[config.mk]
export PLATFORM = sky130hd
export DESIGN_NAME = unsigned_approx_dot_acc
export DESIGN_NICKNAME = d
export VERILOG_FILES = /design/src/rtl/unsigned_approx_dot_acc.sv
export SDC_FILE = /design/constraint.sdc
export NUM_CORES = 1
export LEC_CHECK = 0
export ABC_AREA = 1
export CORE_MARGIN = 5
export CORE_UTILIZATION = 35
export CTS_BUF_LIST = sky130_fd_sc_hd__clkbuf_2
export DETAILED_ROUTE_END_ITERATION = 16
export DONT_BUFFER_PORTS = 1
export PLACE_DENSITY = 0.53
export SKIP_LAST_GASP = 1
export SLEW_MARGIN = 20
export SYNTH_ARGS = -nofsm -noshare
export SYNTH_HDL_FRONTEND = slang
export SYNTH_SLANG_ARGS = --single-unit
[constraint.sdc]
create_clock -name clk -period 3.1 [get_ports clk]
set_clock_uncertainty 0.15 [all_clocks]
set_input_delay 0.775 -clock clk [delete_from_list [all_inputs] [get_ports clk]]
set_output_delay 0.775 -clock clk [all_outputs]
set_load 0.05 [all_outputs]
[src/rtl/unsigned_approx_dot_acc.sv]
// ---------------------------------------------------------------------------
// unsigned_approx_dot_acc
//
// Accumulates a dot product of programmable length from a stream of 16-bit
// unsigned products delivered by the approximate-multiplier array. The
// finished sum is held on a valid/ready output until the downstream result
// collector accepts it.
//
// Optional build macro: ERR_STAT_EN
//   When defined, the block also accepts the exact product alongside each beat
//   and reports the running sum and maximum of |p_exact - p| for the vector.
//   When undefined, those ports and their logic are absent.
//
// Ports
//   clk        in   1      clock, all state changes on the rising edge
//   rst        in   1      synchronous active-high reset
//   start      in   1      begin a vector (only honoured in IDLE)
//   len        in   LEN_W  vector length, sampled with start
//   p_valid    in   1      product beat valid
//   p_ready    out  1      block accepts a product beat (RUN only)
//   p          in   16     approximate product
//   acc_valid  out  1      accumulated result valid (DONE)
//   acc_ready  in   1      downstream accepts the result
//   acc        out  ACC_W  accumulated sum (wraps modulo 2**ACC_W)
//   acc_ovf    out  1      sticky carry-out seen during this vector
//   busy       out  1      high in RUN or DONE
//   p_exact    in   16     exact product for the beat      (ERR_STAT_EN)
//   err_sum    out  ACC_W  sum of |p_exact - p| (wraps)     (ERR_STAT_EN)
//   err_max    out  16     max of |p_exact - p|             (ERR_STAT_EN)
// ---------------------------------------------------------------------------
module unsigned_approx_dot_acc #(
  parameter int ACC_W = 24,
  parameter int LEN_W = 8
) (
  input  logic             clk,
  input  logic             rst,
  input  logic             start,
  input  logic [LEN_W-1:0] len,
  input  logic             p_valid,
  output logic             p_ready,
  input  logic [15:0]      p,
  output logic             acc_valid,
  input  logic             acc_ready,
  output logic [ACC_W-1:0] acc,
  output logic             acc_ovf,
  output logic             busy
`ifdef ERR_STAT_EN
  ,
  input  logic [15:0]      p_exact,
  output logic [ACC_W-1:0] err_sum,
  output logic [15:0]      err_max
`endif
);

  typedef enum logic [1:0] {
    S_IDLE = 2'd0,
    S_RUN  = 2'd1,
    S_DONE = 2'd2
  } state_e;

  state_e             state_q, state_d;
  logic [ACC_W-1:0]   acc_q;
  logic               ovf_q;
  logic [LEN_W-1:0]   cnt_q;
  logic [LEN_W-1:0]   len_q;
  logic               beat_s;
  logic               last_s;
  logic               vec_start_s;
  logic [ACC_W:0]     sum_s;

  // A vector starts only from IDLE; start in any other state is ignored.
  assign vec_start_s = (state_q == S_IDLE) && start;
  assign beat_s      = (state_q == S_RUN) && p_valid;
  // len_q is never zero while in RUN, so len_q-1 cannot underflow here.
  assign last_s      = beat_s && (cnt_q == (len_q - LEN_W'(1)));
  // One extra bit captures the carry out of the accumulator.
  assign sum_s       = {1'b0, acc_q} + (ACC_W + 1)'(p);

  // State register.
  always_ff @(posedge clk) begin
    if (rst) begin
      state_q <= S_IDLE;
    end else begin
      state_q <= state_d;
    end
  end

  // Next-state logic.
  always_comb begin
    state_d = state_q;
    case (state_q)
      S_IDLE: begin
        if (start) begin
          state_d = (len != LEN_W'(0)) ? S_RUN : S_DONE;
        end else begin
          state_d = S_IDLE;
        end
      end
      S_RUN: begin
        if (last_s) begin
          state_d = S_DONE;
        end else begin
          state_d = S_RUN;
        end
      end
      S_DONE: begin
        if (acc_ready) begin
          state_d = S_IDLE;
        end else begin
          state_d = S_DONE;
        end
      end
      default: state_d = S_IDLE;
    endcase
  end

  // Output decode, purely from the state register.
  always_comb begin
    p_ready   = 1'b0;
    acc_valid = 1'b0;
    busy      = 1'b0;
    case (state_q)
      S_IDLE: begin
        p_ready   = 1'b0;
        acc_valid = 1'b0;
        busy      = 1'b0;
      end
      S_RUN: begin
        p_ready   = 1'b1;
        acc_valid = 1'b0;
        busy      = 1'b1;
      end
      S_DONE: begin
        p_ready   = 1'b0;
        acc_valid = 1'b1;
        busy      = 1'b1;
      end
      default: begin
        p_ready   = 1'b0;
        acc_valid = 1'b0;
        busy      = 1'b0;
      end
    endcase
  end

  // Accumulator, sticky overflow, beat counter and latched length.
  always_ff @(posedge clk) begin
    if (rst) begin
      acc_q <= '0;
      ovf_q <= 1'b0;
      cnt_q <= '0;
      len_q <= '0;
    end else if (vec_start_s) begin
      acc_q <= '0;
      ovf_q <= 1'b0;
      cnt_q <= '0;
      len_q <= len;
    end else if (beat_s) begin
      acc_q <= sum_s[ACC_W-1:0];
      ovf_q <= ovf_q | sum_s[ACC_W];
      cnt_q <= cnt_q + LEN_W'(1);
    end else begin
      acc_q <= acc_q;
      ovf_q <= ovf_q;
      cnt_q <= cnt_q;
      len_q <= len_q;
    end
  end

  assign acc     = acc_q;
  assign acc_ovf = ovf_q;

`ifdef ERR_STAT_EN
  logic [ACC_W-1:0] esum_q;
  logic [15:0]      emax_q;
  logic [15:0]      diff_s;

  assign diff_s = (p_exact >= p) ? (p_exact - p) : (p - p_exact);

  // Error statistics follow the same clear/update timing as the accumulator.
  always_ff @(posedge clk) begin
    if (rst) begin
      esum_q <= '0;
      emax_q <= 16'd0;
    end else if (vec_start_s) begin
      esum_q <= '0;
      emax_q <= 16'd0;
    end else if (beat_s) begin
      esum_q <= esum_q + ACC_W'(diff_s);
      emax_q <= (diff_s > emax_q) ? diff_s : emax_q;
    end else begin
      esum_q <= esum_q;
      emax_q <= emax_q;
    end
  end

  assign err_sum = esum_q;
  assign err_max = emax_q;
`endif

endmodule

==> metrics <==
initial antenna violation count 0; total track usage 15.50%; clk buf depth 2; Seq cells post-synth 43; Initial Utilization a little over a third; Final ANT Viol Nets 0; cell area power density ~370 mW/mm^2; Syn Nets a little over 500; Final nets approximately 540; GRT Residual Overflow 0; Final min period 2406 ps; Reg area 860.8 um^2; Place WS about 370 ps; Fin Setup TNS 0 ps; Layout fillers 927; wirelength, routed between 7000 and 8000 um; Yosys top cell area share between 20% and 30%; Worst-Margin Slew between 600 and 700 ps; row count 33; Ports 57; CTS resizes 0; Max-Cap Viols 0; layout cell share with drive strength beyond 1 9.016%; Commonest cells post-synth nand2_1 (104), nor2_1 (74), inv_1 (58), dfxtp_1 (43), a21oi_1 (42); Setup CP Type reg -> out; Met3 Wirelength ~460 um; Hold Crit Start rst; PnR worst setup slack a little under 700 ps; Setup crit start state_q[0]; placed instance count between 500 and 600; Slew Viols, Final 0; Area contributors post-synth dfxtp_1 (29%), nand2_1 (13%), nor2_1 (9.3%); Static Leak around 0.0016 uW; RSZ-0062 raised after global routing no; fmax between 400 and 500 MHz; Port Buffers 0; met1 WL between 3000 and 4000 um; Final Cell Area 0.003316 mm^2; DRC viols 0; Mapped Cells between 400 and 500; Min Hold Slack ~330 ps; crit start category register; Die Y-Extent around 100 um; Cell variety after synth 33; crit path max fanout 3; hold_buf cts 0; yosys warns 0; Clock transition at path regs between 200 and 250 ps; predominant post-synthesis flop cell dfxtp_1; clk sink count between 40 and 50; highest metal layer with signal wires met4; core footprint 0.008258 mm^2; status finished clean; vias in the first global route 2695; first-pass GRT wire length approximately 13000 um; final setup fails 0; final std cells w/o fill just under 600; TritonRoute pass-1 iters 4; sequential element share of the synthesized area between 20% and 30%; number of flops mapped to enable cells by yosys 0; Post-CTS Setup Bufs 0; Critical Path AT ~1500 ps; Syn Std Cell Area around 0.003 mm^2; Final GP Congestion 0.9605; Yosys top cell by area dfxtp_1; Routed met2 length between 3000 and 4000 um; final hold violations 0; Wirelength per Cell approximately 13 um; antenna fix cells 0; CTS Buf Count 5; Worst setup EP type primary output; Cell Area, Placed about 0.0032 mm^2; CTS tree built; Via density between 4 and 5; Skew-Pair Late Insertion Delay 430 ps; Clk Tree Root Cell clkbuf_2; worst vdd ir around 0.18 mV; CP Data Required Time ~2200 ps; largest net degree at the start of global routing 20; DR iter-0 viols approximately 160; H-tree levels 2; Area Growth Syn to Fin 10.88%; die width between 100 and 150 um; die area about 0.010 mm^2; Max transition margin a little under three fifths; FF-to-FF Start state_q[1]; most common cell in the netlist nand2_1; area occupied by multi-input gates between 0.0015 and 0.002 mm^2; Hold/Removal Path Class in -> reg; Avg Cell Area, Syn between 6 and 7 um^2; ys async rst share 0%; DR vias 2893; dpl hpwl roughly 6200 um; final period utilization around 78%
## final timing paths
check / to / slack (ps) / depth (start not counted)
setup reg to reg: state_q[0] / 710 / 12
hold reg to reg: len_q[7] / 380 / 2
setup / recovery: busy / 690 / 2
hold / removal: state_q[1] / 330 / 2
## sequential cells by signal, summed over array words and instances (netlist names)
signal   flops
acc         24
acc_ovf      1
cnt_q        8
len_q        8
state_q      2
## power by group
group	switching (uW)	internal, uW	total [uW]
Combinational	204	94.2	299
Clock	204	137	341
Sequential	12.4	573	586
Total	421	804	1230
## routing by layer
| layer | global-route usage [%] | up-vias |
|---|---|---|
| li1 | - | 1548 |
| met1 | 20.02 | 1296 |
| met2 | 25.12 | 39 |
| met3 | 4.505 | 10 |
| met4 | 4.339 | 0 |
| met5 | 0 | - |
## placed cells by master (no fill, tap or decap), types with 6 or more instances in the layout
cell     netlist  layout
nand2_1      104     104
a21oi_1       42      42
inv_1         58      58
nor2_1        74      74
nand3_1       27      27
buf_4          0      21
xor2_1        11      11
nor3_1         6       6
ha_1          22      22
o21ai_0       29      29
dfxtp_1       43      43
## logic make-up (layout without fill, tap and decap cells)
| logic type | Yosys count | count (layout) | share of synthesized area (%) |
|---|---|---|---|
| buffers and inverters | 67 | 89 | 8.619 |
| XOR/XNOR | 14 | 14 | 4.100 |
| AO/OA/AOI/OAI | 85 | 85 | 15.06 |
| AND/OR/NAND/NOR | 234 | 234 | 33.56 |
| flip-flops | 43 | 43 | 28.79 |
| adder cells (fa/ha/maj) | 23 | 23 | 9.874 |
## worst max-delay path: stages, from the launching register on
cell,delay [ps]
dfxtp_1,410
inv_1,70
ha_1,570
## final cells by class
type	instances	area share, %
Timing Repair Buffer	21	4.755
Multi-Input combinational cell	356	56.45
Clock inverter	3	1.321
Clock buffer	5	0.7547
Tap cell	105	3.962
Sequential cell	43	25.96
Inverter	60	6.792
## per-stage QoR
stage	total power (uW)	util, %
after CTS	1249	40.15
after global routing	1309	40.15
after floorplan	828.3	-
after detailed placement	895.7	39.32
after global placement	893.9	39.32
final	1225	40.15
Note: power is estimated with default switching activity, not from simulation.
